<file path="src/rtl/conv_pkg.sv">
// Shared types and constants for the 3x3 convolution window sequencer.
package conv_pkg;

  typedef enum logic [1:0] {
    IDLE,
    RUN,
    DRAIN,
    DONE
  } state_e;

  localparam logic [1:0] STRIDE_1 = 2'd1;
  localparam logic [1:0] STRIDE_2 = 2'd2;

  localparam int unsigned K        = 3;
  localparam int unsigned DEF_ROWS = 28;
  localparam int unsigned DEF_COLS = 28;

endpackage

</file>
<file path="src/rtl/conv_window_ctrl_if.sv">
// Start/done handshake, backpressure and window-status bundle of the window sequencer.
interface conv_window_ctrl_if
  import conv_pkg::*;
#(
  parameter int unsigned AW = $clog2(DEF_ROWS * DEF_COLS),
  parameter int unsigned CW = $clog2(DEF_ROWS)
);
  logic          start;
  logic [1:0]    stride;
  logic          stall;
  logic          shift_buffer;
  logic [AW-1:0] pix_addr;
  logic          win_valid;
  logic [CW-1:0] win_row;
  logic [CW-1:0] win_col;
  logic          busy;
  logic          done;
  logic          err;

  modport slave (
    input  start, stride, stall,
    output shift_buffer, pix_addr, win_valid, win_row, win_col, busy, done, err
  );

  modport master (
    output start, stride, stall,
    input  shift_buffer, pix_addr, win_valid, win_row, win_col, busy, done, err
  );
endinterface

</file>
<file path="src/rtl/conv_window_ctrl_raster_counter.sv">
// Raster-order row/column/address counter; wraps to zero after the last pixel.
module raster_counter #(
  parameter int unsigned COLS = 28,
  parameter int unsigned ROWS = 28,
  parameter int unsigned AW   = $clog2(ROWS * COLS),
  parameter int unsigned RW   = $clog2(ROWS),
  parameter int unsigned CLW  = $clog2(COLS)
) (
  input  logic           i_clk,
  input  logic           i_rst_n,
  input  logic           i_clr,
  input  logic           i_en,
  output logic [CLW-1:0] o_col,
  output logic [RW-1:0]  o_row,
  output logic [AW-1:0]  o_addr,
  output logic           o_col_last,
  output logic           o_last
);
  localparam logic [CLW-1:0] COL_MAX = CLW'(COLS - 1);
  localparam logic [RW-1:0]  ROW_MAX = RW'(ROWS - 1);

  logic [CLW-1:0] r_col;
  logic [RW-1:0]  r_row;
  logic [AW-1:0]  r_addr;
  logic           w_col_last;
  logic           w_last;

  assign w_col_last = (r_col == COL_MAX);
  assign w_last     = w_col_last && (r_row == ROW_MAX);

  always_ff @(posedge i_clk or negedge i_rst_n) begin
    if (!i_rst_n) begin
      r_col  <= '0;
      r_row  <= '0;
      r_addr <= '0;
    end else if (i_clr) begin
      r_col  <= '0;
      r_row  <= '0;
      r_addr <= '0;
    end else if (i_en) begin
      if (w_last) begin
        r_col  <= '0;
        r_row  <= '0;
        r_addr <= '0;
      end else if (w_col_last) begin
        r_col  <= '0;
        r_row  <= r_row + RW'(1);
        r_addr <= r_addr + AW'(1);
      end else begin
        r_col  <= r_col + CLW'(1);
        r_addr <= r_addr + AW'(1);
      end
    end
  end

  assign o_col      = r_col;
  assign o_row      = r_row;
  assign o_addr     = r_addr;
  assign o_col_last = w_col_last;
  assign o_last     = w_last;
endmodule

</file>
<file path="src/rtl/conv_window_ctrl.sv">
// Raster-order shift sequencer for the 3x3 line buffers; flags strided windows with coordinates.
module conv_window_ctrl #(
  parameter int unsigned COLS = conv_pkg::DEF_COLS,
  parameter int unsigned ROWS = conv_pkg::DEF_ROWS,
  parameter int unsigned K    = conv_pkg::K,
  parameter int unsigned AW   = $clog2(ROWS * COLS),
  parameter int unsigned CW   = $clog2(ROWS)
) (
  input logic               i_clk,
  input logic               i_rst_n,
  conv_window_ctrl_if.slave bus
);
  import conv_pkg::*;

  localparam int unsigned    RW        = $clog2(ROWS);
  localparam int unsigned    CLW       = $clog2(COLS);
  localparam logic [RW-1:0]  ROW_FIRST = RW'(K - 1);
  localparam logic [CLW-1:0] COL_FIRST = CLW'(K - 1);

  state_e         r_state;
  state_e         w_state_nxt;
  logic           w_stride_ok;
  logic           w_shift;
  logic           w_clr;
  logic           w_win;
  logic           w_col_last;
  logic           w_last;
  logic           w_row_ge;
  logic           w_col_ge;
  logic [RW-1:0]  w_in_row;
  logic [CLW-1:0] w_in_col;
  logic [AW-1:0]  w_addr;

  logic           r_s2;
  logic           r_row_ph;
  logic           r_col_ph;
  logic [CW-1:0]  r_orow;
  logic [CW-1:0]  r_ocol;
  logic           r_win_valid;
  logic [CW-1:0]  r_win_row;
  logic [CW-1:0]  r_win_col;
  logic           r_err;

  raster_counter #(
    .COLS (COLS),
    .ROWS (ROWS),
    .AW   (AW),
    .RW   (RW),
    .CLW  (CLW)
  ) u_in_pos (
    .i_clk      (i_clk),
    .i_rst_n    (i_rst_n),
    .i_clr      (w_clr),
    .i_en       (w_shift),
    .o_col      (w_in_col),
    .o_row      (w_in_row),
    .o_addr     (w_addr),
    .o_col_last (w_col_last),
    .o_last     (w_last)
  );

  assign w_stride_ok = (bus.stride == STRIDE_1) || (bus.stride == STRIDE_2);

  always_comb begin
    w_state_nxt = r_state;
    w_shift     = 1'b0;
    w_clr       = 1'b0;
    case (r_state)
      IDLE: begin
        if (bus.start && w_stride_ok) begin
          w_state_nxt = RUN;
          w_clr       = 1'b1;
        end
      end
      RUN: begin
        if (!bus.stall) begin
          w_shift = 1'b1;
          if (w_last) w_state_nxt = DRAIN;
        end
      end
      DRAIN:   w_state_nxt = DONE;
      DONE:    w_state_nxt = IDLE;
      default: w_state_nxt = IDLE;
    endcase
  end

  always_ff @(posedge i_clk or negedge i_rst_n) begin
    if (!i_rst_n) r_state <= IDLE;
    else          r_state <= w_state_nxt;
  end

  // Phase bits track (pos-2) mod 2; the output index advances only when leaving phase 1.
  assign w_row_ge = (w_in_row >= ROW_FIRST);
  assign w_col_ge = (w_in_col >= COL_FIRST);
  assign w_win    = w_shift && w_row_ge && w_col_ge && (!r_s2 || (!r_row_ph && !r_col_ph));

  always_ff @(posedge i_clk or negedge i_rst_n) begin
    if (!i_rst_n) begin
      r_s2     <= 1'b0;
      r_row_ph <= 1'b0;
      r_col_ph <= 1'b0;
      r_orow   <= '0;
      r_ocol   <= '0;
    end else if (w_clr) begin
      r_s2     <= (bus.stride == STRIDE_2);
      r_row_ph <= 1'b0;
      r_col_ph <= 1'b0;
      r_orow   <= '0;
      r_ocol   <= '0;
    end else if (w_shift) begin
      if (w_col_last || !w_col_ge) begin
        r_col_ph <= 1'b0;
        r_ocol   <= '0;
      end else begin
        r_col_ph <= ~r_col_ph;
        if (!r_s2 || r_col_ph) r_ocol <= r_ocol + CW'(1);
      end
      if (w_col_last) begin
        if (w_last || !w_row_ge) begin
          r_row_ph <= 1'b0;
          r_orow   <= '0;
        end else begin
          r_row_ph <= ~r_row_ph;
          if (!r_s2 || r_row_ph) r_orow <= r_orow + CW'(1);
        end
      end
    end
  end

  always_ff @(posedge i_clk or negedge i_rst_n) begin
    if (!i_rst_n) begin
      r_win_valid <= 1'b0;
      r_win_row   <= '0;
      r_win_col   <= '0;
      r_err       <= 1'b0;
    end else begin
      r_win_valid <= w_win;
      if (w_win) begin
        r_win_row <= r_orow;
        r_win_col <= r_ocol;
      end
      r_err <= (r_state == IDLE) && bus.start && !w_stride_ok;
    end
  end

  assign bus.shift_buffer = w_shift;
  assign bus.pix_addr     = w_addr;
  assign bus.win_valid    = r_win_valid;
  assign bus.win_row      = r_win_row;
  assign bus.win_col      = r_win_col;
  assign bus.busy         = (r_state == RUN) || (r_state == DRAIN);
  assign bus.done         = (r_state == DONE);
  assign bus.err          = r_err;
endmodule

</file>
<file path="src/flat_wrapper.sv">
// flat-port wrapper written by rule: the top's interface ports become plain ports
module conv_window_ctrl_flat import conv_pkg::*;
#(
  parameter int unsigned COLS = conv_pkg::DEF_COLS,
  parameter int unsigned ROWS = conv_pkg::DEF_ROWS,
  parameter int unsigned K    = conv_pkg::K,
  parameter int unsigned AW   = $clog2(ROWS * COLS),
  parameter int unsigned CW   = $clog2(ROWS)
)
  (i_clk, i_rst_n, bus_start, bus_stride, bus_stall, bus_shift_buffer, bus_pix_addr, bus_win_valid, bus_win_row, bus_win_col, bus_busy, bus_done, bus_err);
  conv_window_ctrl_if #(.AW(AW), .CW(CW)) bus_i ();
  input logic i_clk;
  input logic i_rst_n;
  input wire logic [$bits(bus_i.start)-1:0] bus_start;
  input wire logic [$bits(bus_i.stride)-1:0] bus_stride;
  input wire logic [$bits(bus_i.stall)-1:0] bus_stall;
  output wire logic [$bits(bus_i.shift_buffer)-1:0] bus_shift_buffer;
  output wire logic [$bits(bus_i.pix_addr)-1:0] bus_pix_addr;
  output wire logic [$bits(bus_i.win_valid)-1:0] bus_win_valid;
  output wire logic [$bits(bus_i.win_row)-1:0] bus_win_row;
  output wire logic [$bits(bus_i.win_col)-1:0] bus_win_col;
  output wire logic [$bits(bus_i.busy)-1:0] bus_busy;
  output wire logic [$bits(bus_i.done)-1:0] bus_done;
  output wire logic [$bits(bus_i.err)-1:0] bus_err;
  assign bus_i.start = bus_start;
  assign bus_i.stride = bus_stride;
  assign bus_i.stall = bus_stall;
  assign bus_shift_buffer = bus_i.shift_buffer;
  assign bus_pix_addr = bus_i.pix_addr;
  assign bus_win_valid = bus_i.win_valid;
  assign bus_win_row = bus_i.win_row;
  assign bus_win_col = bus_i.win_col;
  assign bus_busy = bus_i.busy;
  assign bus_done = bus_i.done;
  assign bus_err = bus_i.err;
  conv_window_ctrl #(.COLS(COLS), .ROWS(ROWS), .K(K), .AW(AW), .CW(CW)) u_core (.i_clk(i_clk), .i_rst_n(i_rst_n), .bus(bus_i));
endmodule
</file>
<file path="config.mk">
export PLATFORM = sky130hd
export DESIGN_NAME = conv_window_ctrl_flat
export DESIGN_NICKNAME = d
export VERILOG_FILES = /design/src/rtl/conv_pkg.sv /design/src/rtl/conv_window_ctrl_if.sv /design/src/rtl/conv_window_ctrl_raster_counter.sv /design/src/rtl/conv_window_ctrl.sv /design/src/flat_wrapper.sv
export SDC_FILE = /design/constraint.sdc
export NUM_CORES = 1
export LEC_CHECK = 0
export ABC_AREA = 1
export CAP_MARGIN = 20
export CORE_MARGIN = 5
export CORE_UTILIZATION = 50
export DETAILED_ROUTE_END_ITERATION = 8
export PLACE_DENSITY = 0.81
export SYNTH_ARGS = -nofsm -noshare
export SYNTH_HDL_FRONTEND = slang
export SYNTH_HIERARCHICAL = 1
export SYNTH_SLANG_ARGS = --single-unit
</file>
<file path="constraint.sdc">
create_clock -name i_clk -period 2.8 [get_ports i_clk]
set_clock_uncertainty 0.2 [all_clocks]
set_input_delay 0.84 -clock i_clk [delete_from_list [all_inputs] [get_ports i_clk]]
set_output_delay 0.84 -clock i_clk [all_outputs]
set_load 0.02 [all_outputs]
</file>
== Word level (Yosys, flattened, before mapping) ==
Index checks and enable logic that the tools add are counted.
Word-level totals
  flip-flop bits (word level): 47
  bits in latches: 0
  bits in writable memories: 0
  ROM bits: 0
  input bits: 6
  output and inout port bits: 25
  logic and storage cells: 99
  memories kept: 0
Cells by class
  add/sub/neg operators: 5
  multiply operators: 0
  div/mod/pow operators: 0
  order comparisons: 2
  eq/ne operators: 10
  shift-type cells: 0
  multiplexer cells: 35
  bitwise operators: 2
  reductions and logical operators: 32
Operators with widths (count)
  $mux 5: 17
  $mux 10: 3
  $add 5x1->5 const B: 4
  $mux 1: 11
  $add 10x1->10 const B: 1
  $eq 5x5->1 const B: 2
  $ge 5x2->1 const B: 2
  $reduce_bool 3->1: 3
  $logic_and 1x1->1: 8
  $pmux 2 s4: 1
  $logic_or 1x1->1: 7
  $eq 2x2->1 const B: 3
  $logic_not 1->1: 6
  $mux 2: 3
  $reduce_and 2->1: 3
  $reduce_and 3->1: 2
  $eq 2x1->1 const B: 2
  $ne 2x1->1 const B: 2
  $reduce_bool 2->1: 2
  $logic_not 2->1: 1
  $ne 2x2->1 const B: 1
  $not 1->1: 2

== Longest topological paths before layout ==
Gate-level depths: netlist of the first run.
  depth in word-level cells: 7
  gate-level depth with buffers: 11
  mapped depth without buffers: 11

== Hierarchy ==
Netlist of the first run, hierarchy kept.
Modules (own cells, without submodules)
  conv_window_ctrl: instances 1, cells an instance 186, area an instance 1485.2 um2, seq. area each 675.6 um2
  raster_counter: instances 1, cells an instance 129, area an instance 1089.8 um2, seq. area each 500.5 um2

== Worst setup path after synthesis of the first run ==
No wires, ideal clock.
  path type: input to register
  start point: in bus_stride[0]
  end point: reg u_core.u_in_pos.r_addr[6], in the netlist u_core/u_in_pos/o_addr[6]
  setup time: 0.125 ns
  arrival time: 2.119 ns
  data required time: 2.475 ns
  path slack: 0.356 ns
  cell stages on the path: 10
  buffers on the path: 0
  path through: inv_1 > ha_1 > inv_1 > nand3_4 > inv_1 > inv_2 > nand2_4 > nand3_1 > xor2_1 > nor2_1
Between the ends
  word-level cells in the longest chain between the ends: 6
  elaborated cells between the ends (all ways): 8
  those cells by class: eq/ne: 2; mux: 3; reduce/logical: 3
RTL lines
  start, declared: line flat_wrapper.sv:15  | input wire logic [$bits(bus_i.stride)-1:0] bus_stride;
  $eq 2x1->1 or $eq 2x2->1 (tied branches): line conv_window_ctrl.sv:62  | assign w_stride_ok = (bus.stride == STRIDE_1) || (bus.stride == STRIDE_2);
  $logic_or 1x1->1 (*): line conv_window_ctrl.sv:62
  $logic_and 1x1->1 (*): line conv_window_ctrl.sv:70  | if (bus.start && w_stride_ok) begin
  $mux 1 (*): line conv_window_ctrl.sv:70
  $mux 1 (*): line conv_window_ctrl.sv:68  | case (r_state)
  named net u_core.w_clr: line conv_window_ctrl.sv:24  | logic w_clr;
  $mux 10 or $reduce_bool 2->1 (tied branches)
  end signal, assigned: line conv_window_ctrl_raster_counter.sv:48  | r_addr <= r_addr + AW'(1);
  end signal, assigned: line conv_window_ctrl_raster_counter.sv:51  | r_addr <= r_addr + AW'(1);
  end, declared: line conv_window_ctrl_raster_counter.sv:24  | logic [AW-1:0] r_addr;
The timed path passes the listed nets; every way through them passes the cells marked *.
A chain may end at the register's enable or synchronous reset.

== Worst setup path after layout of the first run ==
  start point: in bus_stall
  end point: out bus_shift_buffer
Between the ends
  word-level cells in the longest chain between the ends: 2
RTL lines
  start, declared: line flat_wrapper.sv:16  | input wire logic [$bits(bus_i.stall)-1:0] bus_stall;
  $mux 1: line conv_window_ctrl.sv:76  | if (!bus.stall) begin
  $mux 1: line conv_window_ctrl.sv:68
  end, declared: line flat_wrapper.sv:17  | output wire logic [$bits(bus_i.shift_buffer)-1:0] bus_shift_buffer;
No other way between the ends.

==> results of run 1 <==
cells in the mapped netlist (all sizes together), types with 2 or more instances:
cell type and n:
ha 11, xor2 6, xnor2 4, nor3 2, nand2 93, nor2 37, a21oi 6, buf 4
dfrtp 47, inv 33, o21ai 26, nand3 31, nand4 10
cells in the final DEF (no fill, tap or decap), drive strengths merged:
cell	synthesis	routed
clkinv	0	1
o21bai	1	1
nor2	37	37
nand4	10	10
nand2	93	93
o21ai	26	26
clkdlybuf4s50	0	27
dlymetal6s2s	0	1
a21oi	6	6
xor2	6	6
inv	33	33
o22ai	1	1
a22o	1	1
clkbuf	1	7
nor3	2	2
and2	1	1
nand3	31	31
bufinv	0	1
buf	4	13
xnor2	4	4
dfrtp	47	47
ha	11	11
metal layers:
layer | track usage | up-vias | share of wire
li1 | - | 1111 | -
met2 | 0.2730 | 40 | 0.47
met4 | 0.05980 | 0 | 0.017
met1 | 0.2277 | 956 | 0.47
met3 | 0.03070 | 7 | 0.044
met5 | 0 | - | 0
report_power, final:
part	switching, mW	internal [mW]
clock network	0.227	0.289
logic	0.439	0.328
registers	0.166	0.828
worst paths after layout:
check,from,end,slack (ns),cells past startpoint
worst max-delay path,bus_stall,bus_shift_buffer,0.16,3
worst min-delay path,i_rst_n,u_core/u_in_pos/o_addr[0],0.30,2
worst max register to register,u_core/u_in_pos/o_col[1],u_core/r_state[0],0.79,10
worst min register to register,u_core/bus.win_col[1],u_core/bus.win_col[1],0.30,2
max in group asynchronous,i_rst_n,u_core/r_state[1],1.87,2
min in group i_clk,u_core/bus.win_col[1],u_core/bus.win_col[1],0.30,2
worst max-delay path: stages:
cell	delay [ns]
clkdlybuf4s50_1	0.46
nor2_4	0.13
clkbuf_2	0.17
final cells by class:
class	instances	area share
Multi-Input combinational cell	230	0.3963
Sequential cell	47	0.3736
Tap cell	70	0.02782
Clock buffer	6	0.02623
Inverter	33	0.03935
Timing Repair Buffer	42	0.1256
Clock inverter	2	0.01113
through the flow:
stage,TNS (ns),power [mW],instance area (sq um),worst slack (ns)
after floorplan,0,1.497,2575,0.3560
after global placement,-0.5408,1.755,3033,-0.2607
after detailed placement,-1.018,1.779,3033,-0.2908
after CTS,0,2.301,3151,0.003198
after global routing,0,2.457,3148,0.04406
final,0,2.277,3148,0.1554
kinds of logic (layout without fill, tap and decap cells):
family / count (synthesis) / in the layout
AOI/OAI and AO/OA: 35 / 35
buffers and inverters: 38 / 83
and+or+nand+nor: 174 / 174
adders and majority gates: 11 / 11
DFF: 47 / 47
xor gates and xnor gates: 10 / 10
sequential cells by signal, indices dropped and copies added (netlist names), 2 cells and up:
| name | count |
|---|---|
| u_core/r_state | 2 |
| u_core/bus.win_col | 5 |
| u_core/u_in_pos/o_row | 5 |
| u_core/bus.win_row | 5 |
| u_core/r_orow | 5 |
| u_core/u_in_pos/o_col | 5 |
| u_core/u_in_pos/o_addr | 10 |
| u_core/r_ocol | 5 |
timing repair:
item | CTS | global route
pin swaps | 0 | 0
resized for setup | 2 | 2
endpoints found under the setup margin | 1 | 2
==> metrics.md, run 1 <==
| Metric | Value |
|---|---|
| Worst Path Required | 1.76 ns |
| Number of flops mapped to enable cells by yosys | 0 |
| Post-Route Utilization | 0.6243 |
| DRC Markers | 0 |
| MaxCap Viol Count | 0 |
| PortBufs | 30 |
| Area leader, netlist | dfrtp_1 |
| Synthesized area | 2575 sq um |
| Worst setup EP type | output port |
| # diodes | 0 |
| Vias in the first global route | 1972 |
| Async S/R FF share, synth | 1.000 |
| Mean Syn Cell Area | 8.175 sq um |
| FMAX | 0.3781 GHz |
| Synth warn | 6 |
| Critical Path AT | 1.60 ns |
| Register area | 1176 sq um |
| Max-slew violation count | 0 |
| # H-tree levels | 2 |
| Total track usage | 0.1690 |
| Combinational family with the most area after synthesis | simple AND/OR/NAND/NOR gates |
| Nets | 376 |
| Multiplexer share of the synthesized area | 0 |
| Peak supply drop | 0.0002771 V |
| Number of synthesized register bits | 47 |
| WL final | 4896 microns |
| Cts hold-fix bufs | 0 |
| Main flop type after synthesis | dfrtp_1 |
| Main area contributors after synthesis | dfrtp_1 (46%), nand2_1 (13%), nand3_1 (5.6%) |
| Vias after detailed routing | 2114 |
| Post-DR wirelength/cell | 11.39 microns |
| Post-Synthesis Cells | 315 |
| Synth top area share | 0.4568 |
| Post-CTS setup buffers | 0 |
| Largest net degree at the start of global routing | 48 |
| Compound-Gate Fraction of Synth Area | 0.08260 |
| Initial DRC Count | 125 |
| Post-Synth Adder-Cell Area | 0.05345 |
| Worst slew pin tran | 0.4375 ns |
| Gpl congestion | 0.8574 |
| CP Max Fanout | 2 |
| Footprint of the multi-input gates | 1247 sq um |
| Post-route ant nets | 0 |
| Unrepaired setup endpoints after global routing | false |
| Post-synthesis simple-gate area fraction | 0.3144 |
| Min Clock Period, post-route | 2.645 ns |
| Clock-pin slew on the worst setup and hold paths | 0.09 ns |
| Grt total ovfl | 0 |
| CTS tree | yes |
| Std cell rows | 26 |
| Clk_lat worst skew | 0.30 ns |
| I/O pins | 31 |
| Share of cells above drive strength 1 | 0.1167 |
| Power per Cell Area | 723.3 nW/um^2 |
| Clock Sinks | 47 |
| Vias per std cell | 4.916 |
| Crit Path Class | input pin to output port |
| Fill cells | 432 |
| First-pass GRT wire length | 8859 microns |
| Slew margin rel. | 0.7080 |
| Worst setup SP type | input pin |
| Finish-stage setup viols | 0 |
| Status | completed |
| Worst Hold Class | input pin to async pin |
| Layout Cells excl Fill | 430 |
| Seq/Total Area, Yosys | 0.4568 |
| Die span in y | 81.77 microns |
| Chip Width | 81.77 microns |
| CTS max path bufs | 2 |
| DR pass1 iterations | 4 |
| Final Cycle Share | 0.9445 |
| Post-DP HPWL | 3590 microns |
| Min Hold Slack | 0.2992 ns |
| Placed cells | 422 |
| Root Buffer | clkbuf_8 |
| Area grow syn2layout | 22.25% |
| Static Leakage | 1.580 nW |
| Number of distinct library cells after synthesis | 29 |
| DIE AREA | 6686 sq um |
| Syn nets | 332 |
| Core area | 5042 sq um |
| Post-Synth XOR/XNOR Area | 0.03401 |
| Initial antenna violation count | 0 |
| CTS Buf Count | 5 |
| Fin. Hold Viols | 0 |
| Initial Utilization | 0.5107 |
Power figures use the tool's default switching activity.
==> inputs of run 2 (changes only) <==
Settings changed: GPL_TIMING_DRIVEN from default to 0, PLACE_DENSITY 0.81 to 0.84.
Clock period 2.8 ns to 2.3 ns, I/O delays scaled along.
==> metrics.md, run 2 (synthesis results as in run 1) <==
| Metric | Value |
|---|---|
| Root Buffer | clkbuf_8 (unchanged) |
| Vias in the first global route | 2102 (was 1972) |
| Worst setup SP type | register (was input pin) |
| PortBufs | 30 (unchanged) |
| DP Area | 2978 sq um (was 3033 sq um) |
| Static Leakage | 1.620 nW (was 1.580 nW) |
| Clock-pin slew on the worst setup and hold paths | 0.09 ns (about the same) |
| First-pass GRT wire length | 9570 microns (was 8859 microns) |
| Vias after detailed routing | 2227 (was 2114) |
| Worst reg2reg path endpoint | u_core/u_in_pos/o_col[3] (was u_core/r_state[0]) |
| Worst Path Required | 1.41 ns (was 1.76 ns) |
| I/O pins | 31 (unchanged) |
| Fin. Hold Viols | 0 (unchanged) |
| DR pass1 iterations | 4 (unchanged) |
| Post-DP HPWL | 3773 microns (was 3590 microns) |
| Final Cycle Share | 0.9707 |
| Crit Path Class | register to output port (was input pin to output port) |
| Initial DRC Count | 174 (was 125) |
| Share of cells above drive strength 1 | 0.1488 (was 0.1167) |
| Slew margin rel. | 0.7680 (was 0.7080) |
| Post-route ant nets | 0 (unchanged) |
| Worst slew pin tran | 0.3476 ns (was 0.4375 ns) |
| Grt total ovfl | 0 (unchanged) |
| Flop pwr share | 0.417 (was 0.437) |
| Peak supply drop | 0.0003807 V (was 0.0002771 V) |
| CP Max Fanout | 4 (was 2) |
| Clk_lat worst skew | 0.31 ns (was 0.30 ns) |
| Total track usage | 0.1861 (was 0.1690) |
| Max reg flops | 10 (unchanged) |
| CTS Buf Count | 5 (unchanged) |
| Reg2reg setup slack | 0.18 ns (was 0.79 ns) |
| Comb power frac | 0.335 (was 0.337) |
| Clock network fraction of design power | 0.248 (was 0.226) |
| Pwr Total | 2.897 mW (was 2.277 mW) |
| Switching share of power | 0.3650 (was 0.3653) |
| Final TNS setup | 0 ns (unchanged) |
| Worst setup path start | u_core/r_state[0] (was bus_stall) |
| Cts hold-fix bufs | 0 (unchanged) |
| Finish-stage setup viols | 0 (unchanged) |
| Min Clock Period, post-route | 2.233 ns |
| Critical Path AT | 1.34 ns (was 1.60 ns) |
| Std cell rows | 26 (unchanged) |
| DRC Markers | 0 (unchanged) |
| Post-Route Utilization | 0.6375 (was 0.6243) |
| Worst setup EP type | output port (unchanged) |
| Status | completed (unchanged) |
| Area grow syn2layout | 24.83% (was 22.25%) |
| Power per Cell Area | 901.3 nW/um^2 (was 723.3 nW/um^2) |
| CTS tree | yes (unchanged) |
| MaxCap Viol Count | 0 (unchanged) |
| Initial Utilization | 0.5107 (unchanged) |
| Unrepaired setup endpoints after global routing | false (unchanged) |
| # diodes | 0 (unchanged) |
| FMAX | 0.4479 GHz |
| Largest net degree at the start of global routing | 35 (was 48) |
| # H-tree levels | 2 (unchanged) |
| R2R depth | 10 (unchanged) |
| Fill cells | 420 (was 432) |
| Chip Width | 81.77 microns (unchanged) |
| Core area | 5042 sq um (unchanged) |
| Vias per std cell | 5.143 (was 4.916) |
| Initial antenna violation count | 0 (unchanged) |
| Gpl congestion | 0.8083 (was 0.8574) |
| DIE AREA | 6686 sq um (unchanged) |
| Clock Sinks | 47 (unchanged) |
| CTS max path bufs | 2 (unchanged) |
| Max-slew violation count | 0 (unchanged) |
| Nets | 379 (was 376) |
| Worst Hold Class | input pin to async pin (unchanged) |
| Commonest non-fill, non-tap cell in the layout | nand2_1 (unchanged) |
| Post-DR wirelength/cell | 12.88 microns (was 11.39 microns) |
| P_sw | 1.058 mW (was 831.7 uW) |
| Most frequent cells in the layout | nand2_1 (88), dfrtp_1 (47), nor2_1 (30) (was nand2_1 (89), dfrtp_1 (47), nor2_1 (32)) |
| WL final | 5575 microns (was 4896 microns) |
| Critical Path End | bus_shift_buffer (unchanged) |
| Int Pwr | 1.840 mW (was 1.445 mW) |
| Final instance area | 3214 sq um (was 3148 sq um) |
| Die span in y | 81.77 microns (unchanged) |
| R2r startpoint | u_core/r_state[0] (was u_core/u_in_pos/o_col[1]) |
-- run 2: power groups by stage --
stage | clock network (mW) | logic [mW] | registers [mW]
finish | 0.718 | 0.972 | 1.21
global placement | 0 | 0.916 | 1.21
global route | 0.767 | 1.08 | 1.24
CTS | 0.725 | 0.966 | 1.20
detailed placement | 0 | 0.951 | 1.21
floorplan | 0 | 0.545 | 1.28
-- run 2: final cells by class --
type | instances | area [sq um] | area share
multi-input cells | 231 | 1292 | 0.4021
repair buffers | 39 | 367.9 | 0.1144
well taps | 70 | 87.58 | 0.02725
flip-flops and latches | 47 | 1176 | 0.3659
clock buffers | 6 | 72.57 | 0.02258
clock inverters | 2 | 60.06 | 0.01868
inverters | 33 | 130.1 | 0.04048
plain buffers | 5 | 27.53 | 0.008564
-- run 2: worst max-delay path, stage by stage (launching register included) --
cell and delay (ns):
dfrtp_1 0.42, buf_4 0.15, ha_1 0.20, inv_2 0.07, nor2_4 0.04, buf_4 0.15
-- run 2: through the flow --
stage                     setup slack [ns]  instances  hold slack, ns
after detailed placement           -0.6541        416          0.2862
after floorplan                   0.006003        315          0.1944
after global routing              0.003209        433         0.08924
after CTS                         0.003244        432         0.08166
after global placement             -0.9603        415          0.2813
final                              0.06747        433         0.07151
-- run 2: worst min path at each step --
| stage | start | endpoint | slack [ns] | cells past startpoint |
|---|---|---|---|---|
| floorplan | i_rst_n | u_core/bus.err | 0.19 | 0 |
| global placement | u_core/bus.win_col[4] | u_core/bus.win_col[4] | 0.28 | 2 |
| detailed placement | u_core/bus.win_col[2] | u_core/bus.win_col[2] | 0.29 | 2 |
| CTS | i_rst_n | u_core/bus.err | 0.08 | 1 |
| global route | i_rst_n | u_core/bus.err | 0.09 | 1 |
| finish | i_rst_n | u_core/bus.err | 0.07 | 1 |
-- run 2: repair_timing --
action / CTS / global route
setup buffers: 7 / 1
cloned: 1 / 0
endpoints found under the setup margin: 24 / 3
pin swaps: 6 / 0
resized for setup: 22 / 4
-- run 2: layer usage --
| metal | GRT usage | vias up | part of all wire |
|---|---|---|---|
| met3 | 0.04496 | 6 | 0.040 |
| li1 | - | 1107 | - |
| met1 | 0.2313 | 1067 | 0.44 |
| met2 | 0.3134 | 47 | 0.50 |
| met5 | 0 | - | 0 |
| met4 | 0.06811 | 0 | 0.014 |
==> inputs of run 3 (changes only) <==
Settings changed: CTS_CLUSTER_DIAMETER from default to 60, GPL_ROUTABILITY_DRIVEN from default to 0, PLACE_DENSITY 0.84 to default, PLACE_DENSITY_LB_ADDON from default to 0.3.
==> metrics.md, run 3 (synthesis results as in run 1) <==
| Metric | Value |
|---|---|
| Slowest CP cell | clkdlybuf4s50_1 (was dfrtp_1) |
| Fin. Hold Viols | 0 (unchanged) |
| WL final | 5176 microns (was 5575 microns) |
| Vias in the first global route | 2210 (was 2102) |
| CTS tree | yes (unchanged) |
| Commonest non-fill, non-tap cell in the layout | nand2_1 (unchanged) |
| Vias per std cell | 5.060 (was 5.143) |
| Crit path buffers/inverters | 1 (was 3) |
| Worst Path Required | 1.41 ns (about the same) |
| Post-DR wirelength/cell | 11.95 microns (was 12.88 microns) |
| Worst Hold Class | input pin to async pin (unchanged) |
| Critical-path cell list | clkdlybuf4s50_1 (was buf_4 > ha_1 > inv_2 > nor2_4 > buf_4) |
| Initial DRC Count | 106 (was 174) |
| Worst slew pin tran | 0.3072 ns (was 0.3476 ns) |
| CTS max path bufs | 2 (unchanged) |
| # diodes | 0 (unchanged) |
| Grt total ovfl | 0 (unchanged) |
| Layout Cells excl Fill | 433 (unchanged) |
| Clock-pin slew on the worst setup and hold paths | 0.08 ns (was 0.09 ns) |
| Placed cells | 416 (unchanged) |
| Largest net degree at the start of global routing | 37 (was 35) |
| Fill cells | 433 (was 420) |
| FMAX | 0.4449 GHz (was 0.4479 GHz) |
| Static Leakage | 1.594 nW (was 1.620 nW) |
| Chip Width | 81.77 microns (unchanged) |
| Critical path's top delay family | buffers and inverters (was flip-flops) |
| Peak supply drop | 0.0004091 V (was 0.0003807 V) |
| Core area | 5042 sq um (unchanged) |
| Post-DP HPWL | 3683 microns (was 3773 microns) |
| DR pass1 iterations | 4 (unchanged) |
| Vias after detailed routing | 2191 (was 2227) |
| Initial antenna violation count | 0 (unchanged) |
| Crit Path Class | register to output port (unchanged) |
| Worst setup EP type | output port (unchanged) |
| MaxCap Viol Count | 0 (unchanged) |
| Max-slew violation count | 0 (unchanged) |
| Footprint of the multi-input gates | 1281 sq um (was 1292 sq um) |
| Initial Utilization | 0.5107 (unchanged) |
| Finish-stage setup viols | 0 (unchanged) |
| Register area | 1176 sq um (unchanged) |
| Share of cells above drive strength 1 | 0.1460 (was 0.1488) |
| Worst setup SP type | register (unchanged) |
| Slew margin rel. | 0.7952 (was 0.7680) |
| R2r startpoint | u_core/u_in_pos/o_col[1] (was u_core/r_state[0]) |
| Nets | 379 (unchanged) |
| CTS Buf Count | 5 (unchanged) |
| DIE AREA | 6686 sq um (unchanged) |
| Final Cycle Share | 0.9774 (was 0.9707) |
| Die span in y | 81.77 microns (unchanged) |
| Most frequent cells in the layout | nand2_1 (88), dfrtp_1 (47), nor2_1 (30) (unchanged) |
| Total track usage | 0.1772 (was 0.1861) |
| Critical Path AT | 1.36 ns (was 1.34 ns) |
| Clock Sinks | 47 (unchanged) |
| Std cell rows | 26 (unchanged) |
| Area grow syn2layout | 23.03% (was 24.83%) |
| First-pass GRT wire length | 9377 microns (was 9570 microns) |
| Max reg flops | 10 (unchanged) |
| Post-route ant nets | 0 (unchanged) |
| Root Buffer | clkbuf_8 (unchanged) |
| PortBufs | 30 (unchanged) |
| CP Max Fanout | 5 (was 4) |
| # H-tree levels | 2 (unchanged) |
| Slowest Stage Delay on Critical Path | 0.64 ns (was 0.42 ns) |
| Power per Cell Area | 832.7 nW/um^2 (was 901.3 nW/um^2) |
| Min Clock Period, post-route | 2.248 ns (was 2.233 ns) |
| Min Hold Slack | 0.07407 ns (was 0.07151 ns) |
| Worst setup path start | u_core/u_in_pos/o_addr[8] (was u_core/r_state[0]) |
| Status | completed (unchanged) |
| Unrepaired setup endpoints after global routing | false (unchanged) |
| DRC Markers | 0 (unchanged) |
| Clk_lat worst skew | 0.29 ns (was 0.31 ns) |
| I/O pins | 31 (unchanged) |
## run 3: cell types whose count changed in the layout (fill, tap and decap cells not counted), sizes merged
cell	change
clkdlybuf4s15	+1
clkinv	+1
bufinv	-2
clkdlybuf4s50	+1
dlygate4sd2	-1
clkbuf	+1
nand2	-1
## run 3: metrics by stage
stage	worst slack, ns	power, mW	TNS [ns]	area (sq um)	utilization
after floorplan	0.006003	1.823	0	2575	-
final	0.05207	2.638	0	3168	0.6283
after CTS	0.001201	2.659	0	3163	0.6273
after global routing	0.0003884	2.847	0	3168	0.6283
after detailed placement	-0.6646	2.157	-14.84	2978	0.5906
after global placement	-0.9974	2.126	-59.96	2963	0.5876
## run 3: per-layer routing
layer	GRT usage	vias to the layer above	share of wire
li1	-	1104	-
met1	0.2150	1028	0.44
met2	0.3045	44	0.49
met3	0.04167	15	0.042
met4	0.06645	0	0.022
met5	0	-	0
## run 3: timing repair
item / in CTS / in global routing
setup endpoints to repair: 23 / 3
hold buffers: 0 / 0
resized for setup: 24 / 3
buffers inserted: 9 / 0
pin swaps: 4 / 0
## run 3: layout make-up
cell class | count | area share
Tap cell | 70 | 0.02765
Inverter | 33 | 0.04107
Timing Repair Buffer | 40 | 0.1212
Sequential cell | 47 | 0.3712
Multi-Input combinational cell | 230 | 0.4044
Clock buffer | 7 | 0.02409
Clock inverter | 1 | 0.001580
Buffer | 5 | 0.008689
## run 3: worst paths after layout
kind                                            end  slack (ns)  depth (start not counted)
max                                 bus_pix_addr[8]        0.05                          1
min                        u_core/u_in_pos/o_row[0]        0.07                          1
max reg2reg                       u_core/r_state[1]        0.27                         10
min reg2reg                   u_core/bus.win_col[4]        0.30                          2
max in group asynchronous          u_core/r_ocol[2]        1.35                          2
min in group i_clk            u_core/bus.win_col[4]        0.30                          2
## run 3: power by group
group	switching, mW	internal, mW	leakage, nW
sequential	0.197	1.01	0.609
combinational	0.553	0.401	0.943
clock	0.265	0.214	0.0422
total	1.02	1.62	1.59
